`src/rtl/sqr_meas.sv`:
```
// rtl/sqr_meas.sv - ADC square-wave capture: period, high time, A->B phase and A amplitude
//
// Build option: define SQR_MEAS_AVG_EN to report averages over groups of 4 windows.
//
// Ports:
//   clk        in   system clock, all logic on posedge
//   rst        in   asynchronous active-high reset
//   en         in   measurement enable; low forces IDLE and discards the open window
//   AD_A/AD_B  in   14-bit offset-binary ADC samples
//   period     out  clk cycles between consecutive A rising edges
//   high_time  out  cycles the A slicer was high within the period
//   phase_dly  out  cycles from A rise to first B rise (0 when B was lost)
//   amp_pp     out  max(A) - min(A) over the period
//   b_lost     out  B slicer stayed without a rising edge for the whole period
//   valid      out  one-cycle pulse, coincident with updated results
//   timeout    out  one-cycle pulse, window/idle counter saturated
module sqr_meas #(
  parameter int CNT_W = 24,
  parameter int MID   = 8192,
  parameter int HYST  = 64
) (
  input  logic             clk,
  input  logic             rst,
  input  logic             en,
  input  logic [13:0]      AD_A,
  input  logic [13:0]      AD_B,
  output logic [CNT_W-1:0] period,
  output logic [CNT_W-1:0] high_time,
  output logic [CNT_W-1:0] phase_dly,
  output logic [13:0]      amp_pp,
  output logic             b_lost,
  output logic             valid,
  output logic             timeout
);

  localparam logic [13:0]      TH_HI   = 14'(MID + HYST);
  localparam logic [13:0]      TH_LO   = 14'(MID - HYST);
  localparam logic [CNT_W-1:0] CNT_MAX = {CNT_W{1'b1}};
  localparam logic [CNT_W-1:0] ONE     = {{(CNT_W-1){1'b0}}, 1'b1};

  typedef enum logic [1:0] {IDLE, ARM, MEAS} state_t;

  logic [13:0] s_a, s_b;
  logic        cmp_a, cmp_b, cmp_a_d, cmp_b_d;
  logic        rise_a, rise_b;

  state_t           state;
  logic [CNT_W-1:0] cnt, hi, ph;
  logic             bseen;
  logic [13:0]      mn, mx;

  // Closed-window results wait here one cycle so valid lines up with the outputs.
  logic             pend;
  logic [CNT_W-1:0] p_period, p_high, p_phase;
  logic [13:0]      p_amp;
  logic             p_blost;

  logic [13:0]      amp_w;
  logic [CNT_W-1:0] ph_w;
  logic             close_evt;
  logic             sat_evt;
  logic             grp_clr;

  // Input registers and hysteresis slicers.
  always_ff @(posedge clk or posedge rst) begin
    if (rst) begin
      s_a     <= '0;
      s_b     <= '0;
      cmp_a   <= 1'b0;
      cmp_b   <= 1'b0;
      cmp_a_d <= 1'b0;
      cmp_b_d <= 1'b0;
    end else begin
      s_a <= AD_A;
      s_b <= AD_B;
      if (s_a > TH_HI)      cmp_a <= 1'b1;
      else if (s_a < TH_LO) cmp_a <= 1'b0;
      if (s_b > TH_HI)      cmp_b <= 1'b1;
      else if (s_b < TH_LO) cmp_b <= 1'b0;
      cmp_a_d <= cmp_a;
      cmp_b_d <= cmp_b;
    end
  end

  assign rise_a = cmp_a & ~cmp_a_d;
  assign rise_b = cmp_b & ~cmp_b_d;

  assign amp_w     = mx - mn;
  assign ph_w      = bseen ? ph : '0;
  assign close_evt = en && (state == MEAS) && rise_a;
  // Saturation only matters when no A edge arrives to close/open a window.
  assign sat_evt   = en && (state != IDLE) && !rise_a && (cnt == CNT_MAX);
  assign grp_clr   = !en || sat_evt;

`ifdef SQR_MEAS_AVG_EN
  logic [CNT_W+1:0] acc_per, acc_hi, acc_ph;
  logic [CNT_W+1:0] sum_per, sum_hi, sum_ph;
  logic [13:0]      grp_amp, amp_max;
  logic             grp_bl;
  logic [1:0]       grp_n;

  assign sum_per = acc_per + {2'b00, cnt};
  assign sum_hi  = acc_hi + {2'b00, hi};
  assign sum_ph  = acc_ph + {2'b00, ph_w};
  assign amp_max = (amp_w > grp_amp) ? amp_w : grp_amp;

  always_ff @(posedge clk or posedge rst) begin
    if (rst) begin
      acc_per <= '0;
      acc_hi  <= '0;
      acc_ph  <= '0;
      grp_amp <= '0;
      grp_bl  <= 1'b0;
      grp_n   <= 2'd0;
    end else if (grp_clr || (close_evt && grp_n == 2'd3)) begin
      acc_per <= '0;
      acc_hi  <= '0;
      acc_ph  <= '0;
      grp_amp <= '0;
      grp_bl  <= 1'b0;
      grp_n   <= 2'd0;
    end else if (close_evt) begin
      acc_per <= sum_per;
      acc_hi  <= sum_hi;
      acc_ph  <= sum_ph;
      grp_amp <= amp_max;
      grp_bl  <= grp_bl | ~bseen;
      grp_n   <= grp_n + 2'd1;
    end
  end
`endif

  // Measurement FSM and result registers.
  always_ff @(posedge clk or posedge rst) begin
    if (rst) begin
      state     <= IDLE;
      cnt       <= '0;
      hi        <= '0;
      ph        <= '0;
      bseen     <= 1'b0;
      mn        <= '0;
      mx        <= '0;
      pend      <= 1'b0;
      p_period  <= '0;
      p_high    <= '0;
      p_phase   <= '0;
      p_amp     <= '0;
      p_blost   <= 1'b0;
      period    <= '0;
      high_time <= '0;
      phase_dly <= '0;
      amp_pp    <= '0;
      b_lost    <= 1'b0;
      valid     <= 1'b0;
      timeout   <= 1'b0;
    end else begin
      pend    <= 1'b0;
      timeout <= 1'b0;
      valid   <= pend;
      if (pend) begin
        period    <= p_period;
        high_time <= p_high;
        phase_dly <= p_phase;
        amp_pp    <= p_amp;
        b_lost    <= p_blost;
      end

      if (!en) begin
        state <= IDLE;
        cnt   <= '0;
        hi    <= '0;
        ph    <= '0;
        bseen <= 1'b0;
      end else begin
        case (state)
          IDLE: state <= ARM;

          ARM: begin
            if (rise_a) begin
              state <= MEAS;
              cnt   <= ONE;
              hi    <= CNT_W'(cmp_a);
              ph    <= '0;
              bseen <= rise_b;
              mn    <= s_a;
              mx    <= s_a;
            end else if (sat_evt) begin
              timeout <= 1'b1;
              cnt     <= '0;
            end else begin
              cnt <= cnt + ONE;
            end
          end

          MEAS: begin
            if (rise_a) begin
`ifdef SQR_MEAS_AVG_EN
              if (grp_n == 2'd3) begin
                pend     <= 1'b1;
                p_period <= sum_per[CNT_W+1:2];
                p_high   <= sum_hi[CNT_W+1:2];
                p_phase  <= sum_ph[CNT_W+1:2];
                p_amp    <= amp_max;
                p_blost  <= grp_bl | ~bseen;
              end
`else
              pend     <= 1'b1;
              p_period <= cnt;
              p_high   <= hi;
              p_phase  <= ph_w;
              p_amp    <= amp_w;
              p_blost  <= ~bseen;
`endif
              // The closing edge opens the next window; a coincident B edge belongs to it.
              cnt   <= ONE;
              hi    <= CNT_W'(cmp_a);
              ph    <= '0;
              bseen <= rise_b;
              mn    <= s_a;
              mx    <= s_a;
            end else if (sat_evt) begin
              timeout <= 1'b1;
              state   <= ARM;
              cnt     <= '0;
            end else begin
              cnt <= cnt + ONE;
              hi  <= hi + CNT_W'(cmp_a);
              if (!bseen) ph <= ph + ONE;
              if (rise_b) bseen <= 1'b1;
              if (s_a < mn) mn <= s_a;
              if (s_a > mx) mx <= s_a;
            end
          end

          default: state <= IDLE;
        endcase
      end
    end
  end

endmodule

```
`config.mk`:
```
export PLATFORM = sky130hd
export DESIGN_NAME = sqr_meas
export DESIGN_NICKNAME = d
export VERILOG_FILES = /design/src/rtl/sqr_meas.sv
export SDC_FILE = /design/constraint.sdc
export NUM_CORES = 1
export LEC_CHECK = 0
export CORE_MARGIN = 4
export CORE_UTILIZATION = 25
export DETAILED_ROUTE_END_ITERATION = 10
export PLACE_DENSITY = 0.52
export SYNTH_ARGS = -nofsm -noshare
export SYNTH_HDL_FRONTEND = slang
export SYNTH_SLANG_ARGS = --single-unit
```
`constraint.sdc`:
```
create_clock -name clk -period 10 [get_ports clk]
set_input_delay 1.5 -clock clk [delete_from_list [all_inputs] [get_ports clk]]
set_output_delay 1.5 -clock clk [all_outputs]
set_load 0.05 [all_outputs]
```
==> summary.md, run 1 <==
| Metric | Value |
|---|---|
| Vias per cell | `between 4 and 5` |
| Setup_tns | `0 ns` |
| Most used routing layer | `met2` |
| Post-route design area | `approximately 0.017 sq mm` |
| Yosys cell types | `66` |
| DRT iter0 DRCs | `498` |
| Initial Util | `about a quarter` |
| Synth top cells by count | `dfrtp_1, nand2_1, nand3_1` |
| CTS Hold Buffers Added | `0` |
| Setup bufs post-CTS | `0` |
| I/O Pins | `120` |
| Crit path required time | `10.39 ns` |
| Seq/Total Area, Yosys | `54.68%` |
| Register bit total from synthesis | `312` |
| WL/cell | `approximately 15 microns` |
| Status | `complete, no violations` |
| Total grt overflow | `0` |
| Net Sw Power | `0.001175 W` |
| Full die area | `0.06100 sq mm` |
| Syn nets | `1447` |
| Part of the cycle the worst path needs | `between 30% and 40%` |
| Dpl cells | `2191` |
| Chip width | `247.0 microns` |
| Mapped Area | `0.01428 sq mm` |
| Num CTS Buffers | `35` |
| Fill cells | `5795` |
| Clock Sink Count | `312` |
| Via count | `slightly above 10000` |
| Slew Limit Fails | `0` |
| Maxcap violations | `0` |
| Vias in the first global route | `around 10000` |
| First-pass GRT wire length | `56.42 mm` |
| Min Tclk post-route | `3.887 ns` |
| Routability cong. | `around 0.79` |
| Largest net degree at the start of global routing | `between 150 and 200` |
| Antenna Cells | `0` |
| CTS H-tree lvls | `2` |
| Grt met2 use | `18.62%` |
| Placeable core area | `0.05650 sq mm` |
| DPL Wire Length | `23.63 mm` |
| Clk pin slew, worst setup/hold paths | `0.06 ns` |
| VDD IR max | `between 100 and 150 uV` |
| Fraction of layout cells with a size suffix above 1 | `12.04%` |
| RSZ-0062 raised after global routing | `false` |
| Synth top area share | `54.68%` |
| Post-CTS Resized | `0` |
| Async SR Flop Fraction | `100.0%` |
| Switching Fraction | `31.97%` |
| Gr usage total | `11.21%` |
| Combinational share of power | `25.1%` |
| Initial antenna violation count | `0` |
| Drt first pass iters | `4` |
| Fmax | `0.2573 GHz` |
| PortBufs | `approximately 120` |
| Critical path class | `input port to flop` |
| Reg power frac | `40.0%` |
| Clock share of power | `about a third` |
| Primary FF master, synth | `dfrtp_1` |
| Worst-case clock buffer depth | `3` |
| Worst Tran Pin Value | `0.9545 ns` |
| YS warnings | `0` |
| Synth area leaders | `dfrtp_1, mux2_2, nand2_1` |
| Relative slew slack | `about 36%` |
| Final Hold Vio Count | `0` |
| Cell with the most instances after synthesis | `dfrtp_1` |
| Non-Filler Instances | `2251` |
| Worst Path Arrival | `4.27 ns` |
| CTS tree | `yes` |
| Met1 Resource Use GR | `15.14%` |
| Routing usage on met3 | `under 10%` |
| CTS Root Cell | `clkbuf_16` |
| Worst-skew pair later-pin latency | `0.53 ns` |
| Post-synth EDFFs | `0` |
| Final ANT Viol Nets | `0` |
| P_leak | `8.038 nW` |
| HP Class | `flop to flop` |
| Post-Syn Area per Cell | `10.44 sq um` |
| Max FO, Critical Path | `14` |
| Int Pwr | `between 0.002 and 0.0025 W` |
| Area growth from synthesis to layout | `22.05%` |
| Area of placed instances | `0.01628 sq mm` |
| DRC violations left | `0` |
| # nets final | `approximately 1600` |
| P per Cell Area | `210.9 mW/mm^2` |
| Num rows | `87` |
| Synth area leader | `dfrtp_1` |
| Detailed Route WL | `34.28 mm` |
| Final setup viols | `0` |
| Crit start category | `input port` |
| Die Y | `between 200 and 250 microns` |
| Crit end category | `flop` |
| Worst hold slack | `0.4457 ns` |
| Final clock skew | `0.02501 ns` |
| Mapped Cells | `roughly 1400` |
-- placed cells by master (no fill, tap or decap), drive strengths merged, types with 33 or more instances in the layout --
| master | count |
|---|---|
| nand3 | 101 |
| clkbuf | 49 |
| o21ai | 77 |
| dfrtp | 312 |
| xor2 | 33 |
| clkdlybuf4s50 | 119 |
| inv | 44 |
| nor2 | 71 |
| mux2 | 101 |
| nand2 | 256 |
| ha | 48 |
-- worst max-delay path: stages --
cell and delay, ns:
clkdlybuf4s50_1 0.71, clkinv_1 0.34, nor2_1 0.52, nand2_1 0.34, o2111ai_1 0.29, a21oi_2 0.18, mux2_1 0.38
-- cell type report --
cell class / count / area (sq um) / share of cell area, %
Sequential cell: 312 / 7811 / 44.83
Multi-Input combinational cell: 946 / 6052 / 34.73
Timing Repair Buffer: 132 / 1301 / 7.468
Clock buffer: 49 / 1020 / 5.852
Tap cell: 756 / 945.9 / 5.428
Inverter: 45 / 172.7 / 0.9909
Clock inverter: 11 / 122.6 / 0.7037
-- power by group through the flow --
stage	combinational, W	sequential, W	clock [W]
after global routing	0.00104	0.00149	0.00138
after global placement	0.000912	0.00149	0
after CTS	0.000935	0.00147	0.00133
final	0.000924	0.00147	0.00128
after detailed placement	0.000932	0.00150	0
after floorplan	0.000637	0.00153	0
-- worst paths after layout --
kind                                   start                        end  slack (ns)  cells after the start
min                        cmp_b$_DFFE_PP0P_          cmp_b_d$_DFF_PP0_        0.45                      0
max reg2reg                 s_a[3]$_DFF_PP0_          mx[6]$_DFFE_PP0P_        7.09                      7
max                                       en          mn[2]$_DFFE_PP0P_        6.11                      7
min reg2reg                cmp_b$_DFFE_PP0P_          cmp_b_d$_DFF_PP0_        0.45                      0
max in group asynchronous                rst          cmp_b_d$_DFF_PP0_        6.43                      4
min in group asynchronous                rst  phase_dly[12]$_DFFE_PP0P_        1.46                      2
-- sequential cells by signal (all words and copies together) (netlist names), 24 cells and up --
signal / cells
cnt: 24
hi: 24
high_time: 24
p_high: 24
p_period: 24
p_phase: 24
period: 24
ph: 24
phase_dly: 24
-- per-layer routing --
layer  vias up  wire (microns)  share of wire (%)
met5         -               0                  0
met1      5089           15720                 46
li1       4989               -                  -
met3        37            1545                4.5
met4         0             590                1.7
met2       131           16420                 48
-- kinds of logic (layout without fill, tap and decap cells) --
| logic type | count (synthesis) | in the layout | synth area share [%] |
|---|---|---|---|
| AOI/OAI and AO/OA | 211 | 211 | 9.701 |
| xor gates and xnor gates | 39 | 39 | 2.392 |
| adders and majority gates | 49 | 49 | 4.347 |
| buffers and inverters | 109 | 237 | 3.111 |
| DFF | 312 | 312 | 54.68 |
| muxes | 104 | 104 | 8.176 |
| and+or+nand+nor | 543 | 543 | 17.59 |
-- metrics by stage --
step / setup WS, ns / total power, W / util, %
after global placement: 5.670 / 0.002404 / 28.82
after global routing: 5.852 / 0.003906 / 30.84
final: 6.113 / 0.003674 / 30.84
after detailed placement: 5.577 / 0.002428 / 28.82
after floorplan: 4.345 / 0.002168 / -
after CTS: 6.111 / 0.003735 / 30.84
Power figures use the tool's default switching activity.
==> run 2: changes to the inputs <==
Clock period 10 ns to 3.29 ns, I/O delays scaled along.
==> summary.md, run 2 (synthesis results as in run 1) <==
| Metric | Value |
|---|---|
| Post-CTS Resized | `0` |
| Routing usage on met3 | `2.451%` |
| Clk pin slew, worst setup/hold paths | `0.06 ns` |
| FF-to-FF End | `mn[2]$_DFFE_PP0P_` |
| Hold Crit Depth | `1` |
| Via count | `roughly 10000` |
| Antenna Cells | `0` |
| Crit path required time | `about 3.7 ns` |
| Initial Util | `25.27%` |
| Routability cong. | `between 0.7 and 0.8` |
| DPL Wire Length | `24.34 mm` |
| Most used routing layer | `met2` |
| VDD IR max | `318.8 uV` |
| Most common cell after layout, fill and taps aside | `dfrtp_1` |
| Initial antenna violation count | `3` |
| Gr usage total | `11.50%` |
| Vias per cell | `4.607` |
| Fraction of layout cells with a size suffix above 1 | `13.23%` |
| R2R setup slack | `around 0.58 ns` |
| CTS H-tree lvls | `2` |
| Worst Tran Pin Value | `1.031 ns` |
| P_leak | `approximately 8.2 nW` |
| Worst-case clock buffer depth | `3` |
| Met1 Resource Use GR | `15.13%` |
| Largest net degree at the start of global routing | `between 80 and 90` |
| WL/cell | `15.32 microns` |
| PortBufs | `about 120` |
| Max FO, Critical Path | `14` |
| Hold path endpoint | `s_b[5]$_DFF_PP0_` |
| Clock Sink Count | `312` |
| Final ANT Viol Nets | `0` |
| Min Tclk post-route | `around 2.7 ns` |
| Crit end category | `flop` |
| Relative slew slack | `a little under a third` |
| Detailed Route WL | `34.75 mm` |
| Worst hold start | `AD_B[5]` |
| Num rows | `87` |
| I/O Pins | `120` |
| Num CTS Buffers | `35` |
| Worst Path Arrival | `3.10 ns` |
| Drt first pass iters | `4` |
| Final Hold Vio Count | `0` |
| # nets final | `roughly 1600` |
| Final setup viols | `0` |
| Critical path class | `flop to flop` |
| Vias in the first global route | `10770` |
| Reg2Reg Launch Point | `cnt[0]$_DFFE_PP0P_` |
| Part of the cycle the worst path needs | `a little over 80%` |
| Total grt overflow | `0` |
| Die Y | `247.0 microns` |
| DRC violations left | `0` |
| CTS Root Cell | `clkbuf_16` |
| Setup bufs post-CTS | `0` |
| Grt met2 use | `19.26%` |
| First-pass GRT wire length | `about 58 mm` |
| Most frequent cells in the layout | `dfrtp_1, nand2_1, clkdlybuf4s50_1` |
| DRT iter0 DRCs | `536` |
| P per Cell Area | `658.3 mW/mm^2` |
| Area of placed instances | `roughly 0.016 sq mm` |
| Placeable core area | `0.05650 sq mm` |
| HP Class | `input port to flop` |
| Fin util | `31.40%` |
| Fill cells | `5729` |
| Maxcap violations | `0` |
| CTS Hold Buffers Added | `0` |
| Worst reg2reg path depth | `8` |
| CTS tree | `yes` |
| Worst-skew pair later-pin latency | `0.53 ns` |
| Status | `complete, no violations` |
| Area growth from synthesis to layout | `24.23%` |
| Tot Pwr | `0.01168 W` |
| Slew Limit Fails | `0` |
| RSZ-0062 raised after global routing | `false` |
| Chip width | `247.0 microns` |
| Crit start category | `flop` |
| Fmax | `0.3690 GHz` |
| Final clock skew | `0.02492 ns` |
| Full die area | `0.06100 sq mm` |
| Post-route design area | `0.01774 sq mm` |
run 2: cell count changes in the layout (fill, tap and decap cells not counted), sizes merged:
cell    change
clkbuf      -6
buf        +13
clkinv      +4
bufinv      +6
run 2: area by class of cell:
class                      instances  area [sq um]  share of cell area, %
sequential                       312          7811                  44.04
multi-input combinational        946          6052                  34.12
timing repair buffer             145          1461                  8.239
clock buffer                      43         967.2                  5.453
tap                              756         945.9                  5.333
clock inverter                    21         326.6                  1.841
inverter                          45         172.7                 0.9735
run 2: layer usage:
metal  wire length (microns)  share of wire, %
met4                     641               1.8
met3                    1727               5.0
met5                      40              0.12
met1                   15700                45
met2                   16640                48
run 2: per-stage QoR:
step	hold WS [ns]	std cells	worst slack, ns	TNS, ns
final	0.4060	2268	0.5798	0
after global placement	0.4530	2204	0.5418	0
after detailed placement	0.4528	2204	0.4968	0
after global routing	0.3843	2268	0.3061	0
after floorplan	0.3519	1367	-1.358	-423.82
after CTS	0.3762	2268	0.5335	0
run 2: worst max path at each step:
stage                       start                     to  slack (ns)  cells past startpoint
2_1_floorplan                 rst  amp_pp[0]$_DFFE_PP0P_       -1.36                      1
3_3_place_gp                   en     cnt[3]$_DFFE_PP0P_        0.54                      8
3_5_place_dp                   en     cnt[3]$_DFFE_PP0P_        0.50                      8
4_1_cts        cnt[0]$_DFFE_PP0P_      mn[2]$_DFFE_PP0P_        0.53                      8
5_1_grt        cnt[0]$_DFFE_PP0P_      mn[2]$_DFFE_PP0P_        0.31                      8
6_report       cnt[0]$_DFFE_PP0P_      mn[2]$_DFFE_PP0P_        0.58                      8
run 2: critical path: stages (launching register included):
cell       delay, ns
dfrtp_1         0.51
ha_1            0.29
nand3_1         0.20
nor3_2          0.46
nand3_1         0.24
o2111ai_1       0.29
a21oi_2         0.04
buf_4           0.20
mux2_1          0.33
run 2: where the power goes:
part           internal [W]  switching [W]  total (W)
clock network       0.00273        0.00162    0.00435
registers           0.00417       0.000288    0.00446
logic               0.00113        0.00173    0.00286
total               0.00804        0.00364     0.0117
==> run 3: changes to the inputs <==
Clock period 3.29 ns to 2.2 ns, I/O delays scaled along.
==> summary.md, run 3 (synthesis results as in run 1) <==
| Metric | Value |
|---|---|
| Status | `complete, but fails checks` |
| Violated checks | `negative setup slack` |
| Worst reg2reg path depth | `11` |
| WL/cell | `15.79 microns` |
| Via count | `11070` |
| Drt first pass iters | `5` |
| Area of placed instances | `0.01739 sq mm` |
| CTS H-tree lvls | `2` |
| P_leak | `8.988 nW` |
| Chip width | `~250 microns` |
| Clock Sink Count | `between 300 and 400` |
| Worst path slowest cell | `dfrtp_1` |
| Antenna Cells | `0` |
| P per Cell Area | `968.0 mW/mm^2` |
| CTS tree | `yes` |
| PortBufs | `119` |
| HP Class | `input port to async pin` |
| Crit start category | `flop` |
| Vias in the first global route | `11420` |
| Largest net degree at the start of global routing | `70` |
| Area growth from synthesis to layout | `37.16%` |
| Post-route design area | `about 0.020 sq mm` |
| Min Tclk post-route | `roughly 2.2 ns` |
| DRT iter0 DRCs | `about 430` |
| CP peak stage delay | `0.39 ns` |
| Fin util | `34.66%` |
| Fraction of layout cells with a size suffix above 1 | `25.57%` |
| RSZ-0062 raised after global routing | `true` |
| Crit end category | `flop` |
| Clk pin slew, worst setup/hold paths | `0.06 ns` |
| Final setup viols | `2` |
| Final clock skew | `0.02237 ns` |
| Gr usage total | `12.30%` |
| Max FO, Critical Path | `3` |
| Worst hold slack | `0.2183 ns` |
| Num CTS Buffers | `36` |
| Count of cell instances traversed by the critical path | `11` |
| Total grt overflow | `0` |
| Part of the cycle the worst path needs | `100.4%` |
| # nets final | `1710` |
| Detailed Route WL | `38.12 mm` |
| Tot Pwr | `0.01896 W` |
| VDD IR max | `between 500 and 600 uV` |
| Maxcap violations | `0` |
| CP most frequent cell | `o31a_1` |
| Placeable core area | `0.05650 sq mm` |
| Relative slew slack | `57.77%` |
| Final ANT Viol Nets | `0` |
| DPL Wire Length | `25.95 mm` |
| Worst-case clock buffer depth | `3` |
| Worst Tran Pin Value | `0.6315 ns` |
| DRC violations left | `0` |
| Most frequent cells in the layout | `dfrtp_1, nand2_1, buf_4` |
| Worst-skew pair later-pin latency | `0.53 ns` |
| Fmax | `0.4528 GHz` |
| Initial Util | `between 20% and 30%` |
| Slew Limit Fails | `0` |
| Routability cong. | `0.8021` |
| Critical-path cell list | `buf_6, inv_4, ha_4, fa_2, nor2b_2, o31a_1, o211ai_1, buf_4, a211oi_4, o31a_1, o31ai_2` |
| Fill cells | `5574` |
| Final worst slack | `-0.008280 ns` |
| CP top delay family | `compound AO/OA/AOI/OAI gates` |
| Setup_tns | `-0.01054 ns` |
| Vias per cell | `about 4.6` |
| Critical path class | `flop to flop` |
| First-pass GRT wire length | `~60 mm` |
| Num rows | `87` |
| Initial antenna violation count | `0` |
| Crit path required time | `roughly 2.6 ns` |
| CP bufs+invs | `3` |
| I/O Pins | `between 100 and 150` |
| Worst Path Arrival | `2.64 ns` |
| Most common cell after layout, fill and taps aside | `dfrtp_1` |
| CTS Root Cell | `clkbuf_16` |
| Final Hold Vio Count | `0` |
| Full die area | `0.06100 sq mm` |
| Die Y | `247.0 microns` |
## run 3: layout make-up
type	count	area [sq um]	share of cell area, %
timing repair buffer	288	2749	14.04
clock inverter	15	187.7	0.9584
clock buffer	51	1069	5.457
multi-input combinational	947	6645	33.93
sequential	312	7811	39.89
inverter	45	175.2	0.8945
tap	756	945.9	4.830
## run 3: per-stage QoR
stage / worst slack (ns) / cells
finish: -0.008280 / 2414
global placement: -0.1641 / 2315
floorplan: -2.285 / 1367
CTS: -0.03410 / 2399
global route: -0.1126 / 2414
detailed placement: -0.1809 / 2315
## run 3: repair_timing
action                     4_1_cts  5_1_grt
buffers inserted                16       16
setup endpoints to repair       78       66
hold buffers                     0        0
resized for setup               44       92
pin swaps                       21       53
gates cloned                     2        2
## run 3: per-layer routing
layer | vias to the layer above | wire, microns | track usage [%]
met3 | 54 | 1456 | 1.952
met5 | - | 0 | 0
met4 | 0 | 763 | 3.287
met1 | 5502 | 17290 | 16.17
met2 | 172 | 18610 | 21.09
li1 | 5345 | - | -
## run 3: worst paths after layout
path / slack, ns / start / to
setup / recovery: -0.008 / mx[0]$_DFFE_PP0P_ / p_amp[12]$_DFFE_PP0P_
hold / removal: 0.22 / rst / phase_dly[10]$_DFFE_PP0P_
setup reg to reg: -0.008 / mx[0]$_DFFE_PP0P_ / p_amp[12]$_DFFE_PP0P_
hold reg to reg: 0.45 / cmp_b$_DFFE_PP0P_ / cmp_b_d$_DFF_PP0_
max in group asynchronous: 1.37 / rst / p_phase[22]$_DFFE_PP0P_
min in group clk: 0.23 / AD_B[11] / s_b[11]$_DFF_PP0_
## run 3: worst reg2reg max path, stage by stage, from the launching register on
cell and delay [ns]:
dfrtp_1 0.39, buf_6 0.13, inv_4 0.06, ha_4 0.13
fa_2 0.21, nor2b_2 0.05, o31a_1 0.25, o211ai_1 0.17
buf_4 0.17, a211oi_4 0.06, o31a_1 0.31, o31ai_2 0.21
## run 3: report_power, final
part           total (W)  switching, W  internal, W
clock            0.00630       0.00244      0.00387
sequential       0.00655      0.000314      0.00624
combinational    0.00610       0.00332      0.00278
total             0.0190       0.00607       0.0129
==> RTL change 1 (config.mk and constraints of run 1) <==
The 3 states of `state_t` get a one-hot encoding in 3 bits.
--- a/src/rtl/sqr_meas.sv
+++ b/src/rtl/sqr_meas.sv
@@ -38,7 +38,7 @@
   localparam logic [CNT_W-1:0] CNT_MAX = {CNT_W{1'b1}};
   localparam logic [CNT_W-1:0] ONE     = {{(CNT_W-1){1'b0}}, 1'b1};
 
-  typedef enum logic [1:0] {IDLE, ARM, MEAS} state_t;
+  typedef enum logic [2:0] {IDLE = 3'b001, ARM = 3'b010, MEAS = 3'b100} state_t;
 
   logic [13:0] s_a, s_b;
   logic        cmp_a, cmp_b, cmp_a_d, cmp_b_d;
Formal check against the unedited RTL: no difference found for any inputs over 4 cycles, from zero or initial values and one cycle with rst high; so few cycles prove little.
==> RTL change 1 against run 1 <==
  * Fmax decreased by 3.8%
  * Synthesized cell count decreased by 3.0%
  * Cell area decreased by 0.54%
  * Utilization is 0.43 points higher
  * Highest routed layer unchanged
  * Count of clock-buffer cells in the layout up 7
  * Sequential power down 5%
  * Wire length increased by 0.23%
  * Power shrank 7.2%
  * Via count shrank 2.1%
  * Largest cell class unchanged
  * Setup slack worse by 0.15 ns
  * Sequential cell count increased by 1
  * First-iteration DRC count up 7.0%
  * Synthesized area down 1.4%
==> RTL change 1: results (changes against run 1) <==
status finished clean; Hold EP p_phase[9]; GR Layer Usage met2 0.186 (about the same); critical path's slowest cell clkdlybuf4s50_1; commonest cells in the netlist dfrtp_1 (312), nand2_1 (273), mux2_2 (112); WL met3 1.84 mm (+19%); CTS H-tree lvls 2 (unchanged); peak supply drop 125 uV (+15%); Placer Congestion 0.815 (+3.2%); post-DP HPWL 23.4 mm (-1.1%); WL/cell 15.5 um (+1.6%); met3 Use GR 0.0336 (+0.0137); fin cells 2220 (-1.4%); CTS buffer count 37 (+5.7%); beginning of the worst hold path p_phase[9]; fmax 248 MHz (-3.8%); fill count 5706 (-1.5%); via/cell ratio 4.52 (-0.77%); average size of a mapped cell 10.6 um2 (+1.7%); Leak Pwr 7.92 nW (-1.5%); WP data arrival 4.47 ns (+0.20 ns); Crit Path Max Fanout 14 (unchanged); Cell variety after synth 69 (+4.5%); final hold slack 0.465 ns (+0.0191 ns); share of cells above drive strength 1 0.143 (+0.0223); CP top delay family simple AND/OR/NAND/NOR gates; CP Capture Point mx[7]; WL met1 15.6 mm (-0.76%); GRT met1 Usage 0.150 (-0.00178); first-pass GRT wire length 56.6 mm (+0.32%); DRT iter0 DRCs 533 (+7.0%); clk_lat worst skew 0.55 ns (+0.02 ns); Worst R2R Setup Slack 6.90 ns (-0.19 ns); Psw 0.968 mW (-18%); Final #Nets 1520 (-2.1%); largest net degree at the start of global routing 167 (+5.7%); sequential cell area fraction in the yosys report 0.556 (+0.00959); vias in the first global route 10293 (-1.5%); P_clk 1.35 mW (+5%); reg2reg end p_amp[12]; clock skew 0.0153 ns (-0.00972 ns); hold path cells 2 (+2); reg2reg start cmp_a; syn_nets 1402 (-3.1%); GRT Util Overall 0.115 (+0.00289); DP Area 16100 um2 (-1.0%); Area contributors post-synth dfrtp_1 (55%), mux2_2 (9.0%), nand2_1 (7.3%); slew at the pin closest to its max-slew limit 1.00 ns (+0.0455 ns); pre-CTS WS 5.31 ns (-0.269 ns); area delta synth->final 23.1%; Sw Share 0.284 (-0.0357); Combinational Power Share 0.195 (-0.056); DR WL met2 16.2 mm (-1.5%)
RTL change 1: cell types whose count changed after synthesis, sizes merged, moves of 12 or more:
cell,change
a21oi,+13
clkbuf,-14
mux2,+13
nand2,+17
nand3,-44
nor2,-12
o211ai,-17
or3,-12
xor2,-20
RTL change 1: cell type report:
cell class	count	area share
clock buffer	56	0.0635
clock inverter	11	0.00686
inverter	47	0.0104
multi-input combinational	912	0.338
sequential	313	0.452
tap	748	0.0540
timing repair buffer	133	0.0755
RTL change 1: kinds of logic (layout without fill, tap and decap cells):
kind of cell               count (synthesis)  after routing  synth area share
buffers and inverters                    101            247            0.0294
and+or+nand+nor                          520            520             0.174
DFF                                      313            313             0.556
xor gates and xnor gates                  28             28            0.0174
adders and majority gates                 45             45            0.0405
muxes                                    122            122            0.0969
AOI/OAI and AO/OA                        197            197            0.0853
==> RTL change 2 (flow settings as in run 1) <==
Without the edit above. `CNT_W`: 24 -> 16.
--- a/src/rtl/sqr_meas.sv
+++ b/src/rtl/sqr_meas.sv
@@ -15,7 +15,7 @@
 //   valid      out  one-cycle pulse, coincident with updated results
 //   timeout    out  one-cycle pulse, window/idle counter saturated
 module sqr_meas #(
-  parameter int CNT_W = 24,
+  parameter int CNT_W = 16,
   parameter int MID   = 8192,
   parameter int HYST  = 64
 ) (
Interface: changed (resized high_time, period and phase_dly); port bits go from 120 to 96. No check against the original RTL was run, so the function may have changed too.
==> RTL change 2 against run 1 <==
  * Hold slack worse by 0.0059 ns
  * Fmax is 2.1% lower
  * Setup slack got worse by 0.083 ns
  * Synthesized area decreased by 24%
  * Cell area fell by 24%
  * Wire length down 31%
  * Sequential cell count down 72
  * Global-route usage is 1.0 points lower
  * Combinational power fell by 0.8%
  * Power is 17% lower
  * Die area shrank 23%
  * Clock skew fell by 0.017 ns
  * Critical path type unchanged
==> RTL change 2: results (changes against run 1) <==
fin cells 1628 (-28%); post-CTS setup buffer count 0 (unchanged); critical path's slowest cell a221oi_4; Area contributors post-synth dfrtp_1 (55%), mux2_2 (11%), ha_1 (5.5%); commonest cells in the netlist dfrtp_1 (240), mux2_2 (109), nand2_1 (94); share of cells above drive strength 1 0.179 (+0.0589); First-pass DRT Iterations 4 (unchanged); GRT met1 Usage 0.135 (-0.0160); CTS buffer count 27 (-23%); GR Layer Usage met2 0.170 (-0.0164); PortBufs 95 (-20%); clock skew 0.00792 ns (-0.0171 ns); sequential cell area fraction in the yosys report 0.553 (+0.00660); syn_nets 1007 (-30%); Hold EP cmp_b_d; clock root cell clkbuf_16; WL/cell 14.5 um (-4.6%); Crit Path Max Fanout 14 (unchanged); Clk pin slew, worst setup/hold paths 0.06 ns (about the same); fill count 4407 (-24%); Placer Congestion 0.794 (+0.62%); global route overflow 0 (unchanged); FF-to-FF path depth 7 (unchanged); CTS max path bufs 3 (unchanged); Final #Nets 1103 (-29%); hold path cells 0 (unchanged); Worst path max stage delay 0.83 ns (+0.12 ns); Synth Instances 927 (-32%); Leak Pwr 5.95 nW (-26%); via/cell ratio 4.31 (-5.4%); reg2reg start s_a[2]; yosys warns 0 (unchanged); Worst R2R Setup Slack 6.79 ns (-0.30 ns); ys async rst share 1.00 (unchanged); status finished clean; slew at the pin closest to its max-slew limit 0.968 ns (+0.0137 ns); post-DP HPWL 16.6 mm (-30%); beginning of the worst hold path cmp_b; CTS H-tree lvls 1 (-1); reg2reg end mn[9]; DRT iter0 DRCs 334 (-33%); largest net degree at the start of global routing 107 (-32%); met3 Use GR 0.0205 (+0.000627); diodes inserted 0 (unchanged); GRT Util Overall 0.102 (-0.0101); vias in the first global route 7184 (-31%); peak supply drop 125 uV (+14%); clk_lat worst skew 0.53 ns (about the same); WP data arrival 4.39 ns (+0.12 ns); first-pass GRT wire length 39.5 mm (-30%); Cell variety after synth 63 (-4.5%)
-- RTL change 2: power by group --
part	internal, mW	switching [mW]	total, mW
combinational	0.406	0.511	0.917
clock	0.572	0.393	0.965
sequential	1.09	0.0864	1.18
total	2.07	0.991	3.06
-- RTL change 2: cell type report --
class	instances	area [um2]	share of cell area
Sequential cell	240	6010	0.451
Multi-Input combinational cell	611	4540	0.341
Timing Repair Buffer	101	996	0.0748
Clock buffer	37	783	0.0588
Tap cell	585	732	0.0550
Inverter	42	165	0.0124
Clock inverter	12	91.3	0.00686
-- RTL change 2: logic make-up (layout without fill, tap and decap cells) --
| family | Yosys count | after routing | synth area share |
|---|---|---|---|
| compound gates | 126 | 126 | 0.0714 |
| xor+xnor | 44 | 44 | 0.0355 |
| fa+ha+maj | 49 | 49 | 0.0572 |
| buf+inv | 76 | 192 | 0.0304 |
| flops | 240 | 240 | 0.553 |
| mux | 124 | 124 | 0.132 |
| simple gates | 268 | 268 | 0.120 |
-- RTL change 2: through the flow --
step	util	hold WS (ns)	cell area (um2)	setup slack [ns]
6_report	0.310	0.440	13300	6.03
5_1_grt	0.310	0.477	13300	5.90
4_1_cts	0.310	0.449	13300	6.08
3_5_place_dp	0.289	0.439	12400	5.50
3_3_place_gp	0.289	0.425	12400	5.55
2_1_floorplan	-	0.352	10900	1.91
-- RTL change 2: per-layer routing --
| metal | share of wire | wire (um) |
|---|---|---|
| met2 | 0.47 | 11200 |
| met1 | 0.46 | 10900 |
| met4 | 0.023 | 543 |
| met5 | 0 | 0 |
| met3 | 0.044 | 1030 |
-- RTL change 2: how the worst max path moves through the flow --
stage                     start        end  slack, ns  depth (start not counted)
after global placement       en      mn[9]       5.55                          7
after CTS                    en     mn[10]       6.08                          7
after global routing         en     mn[11]       5.90                          7
after floorplan             rst  amp_pp[0]       1.91                          1
final                        en      mn[9]       6.03                          7
after detailed placement     en      mn[9]       5.50                          7
-- RTL change 2: worst max-delay path: cells and delay by family --
kind | cells | cell delay, ns
and+or+nand+nor | 1 | 0.12
AOI/OAI and AO/OA | 3 | 1.20
buffers and inverters | 2 | 1.14
muxes | 1 | 0.42
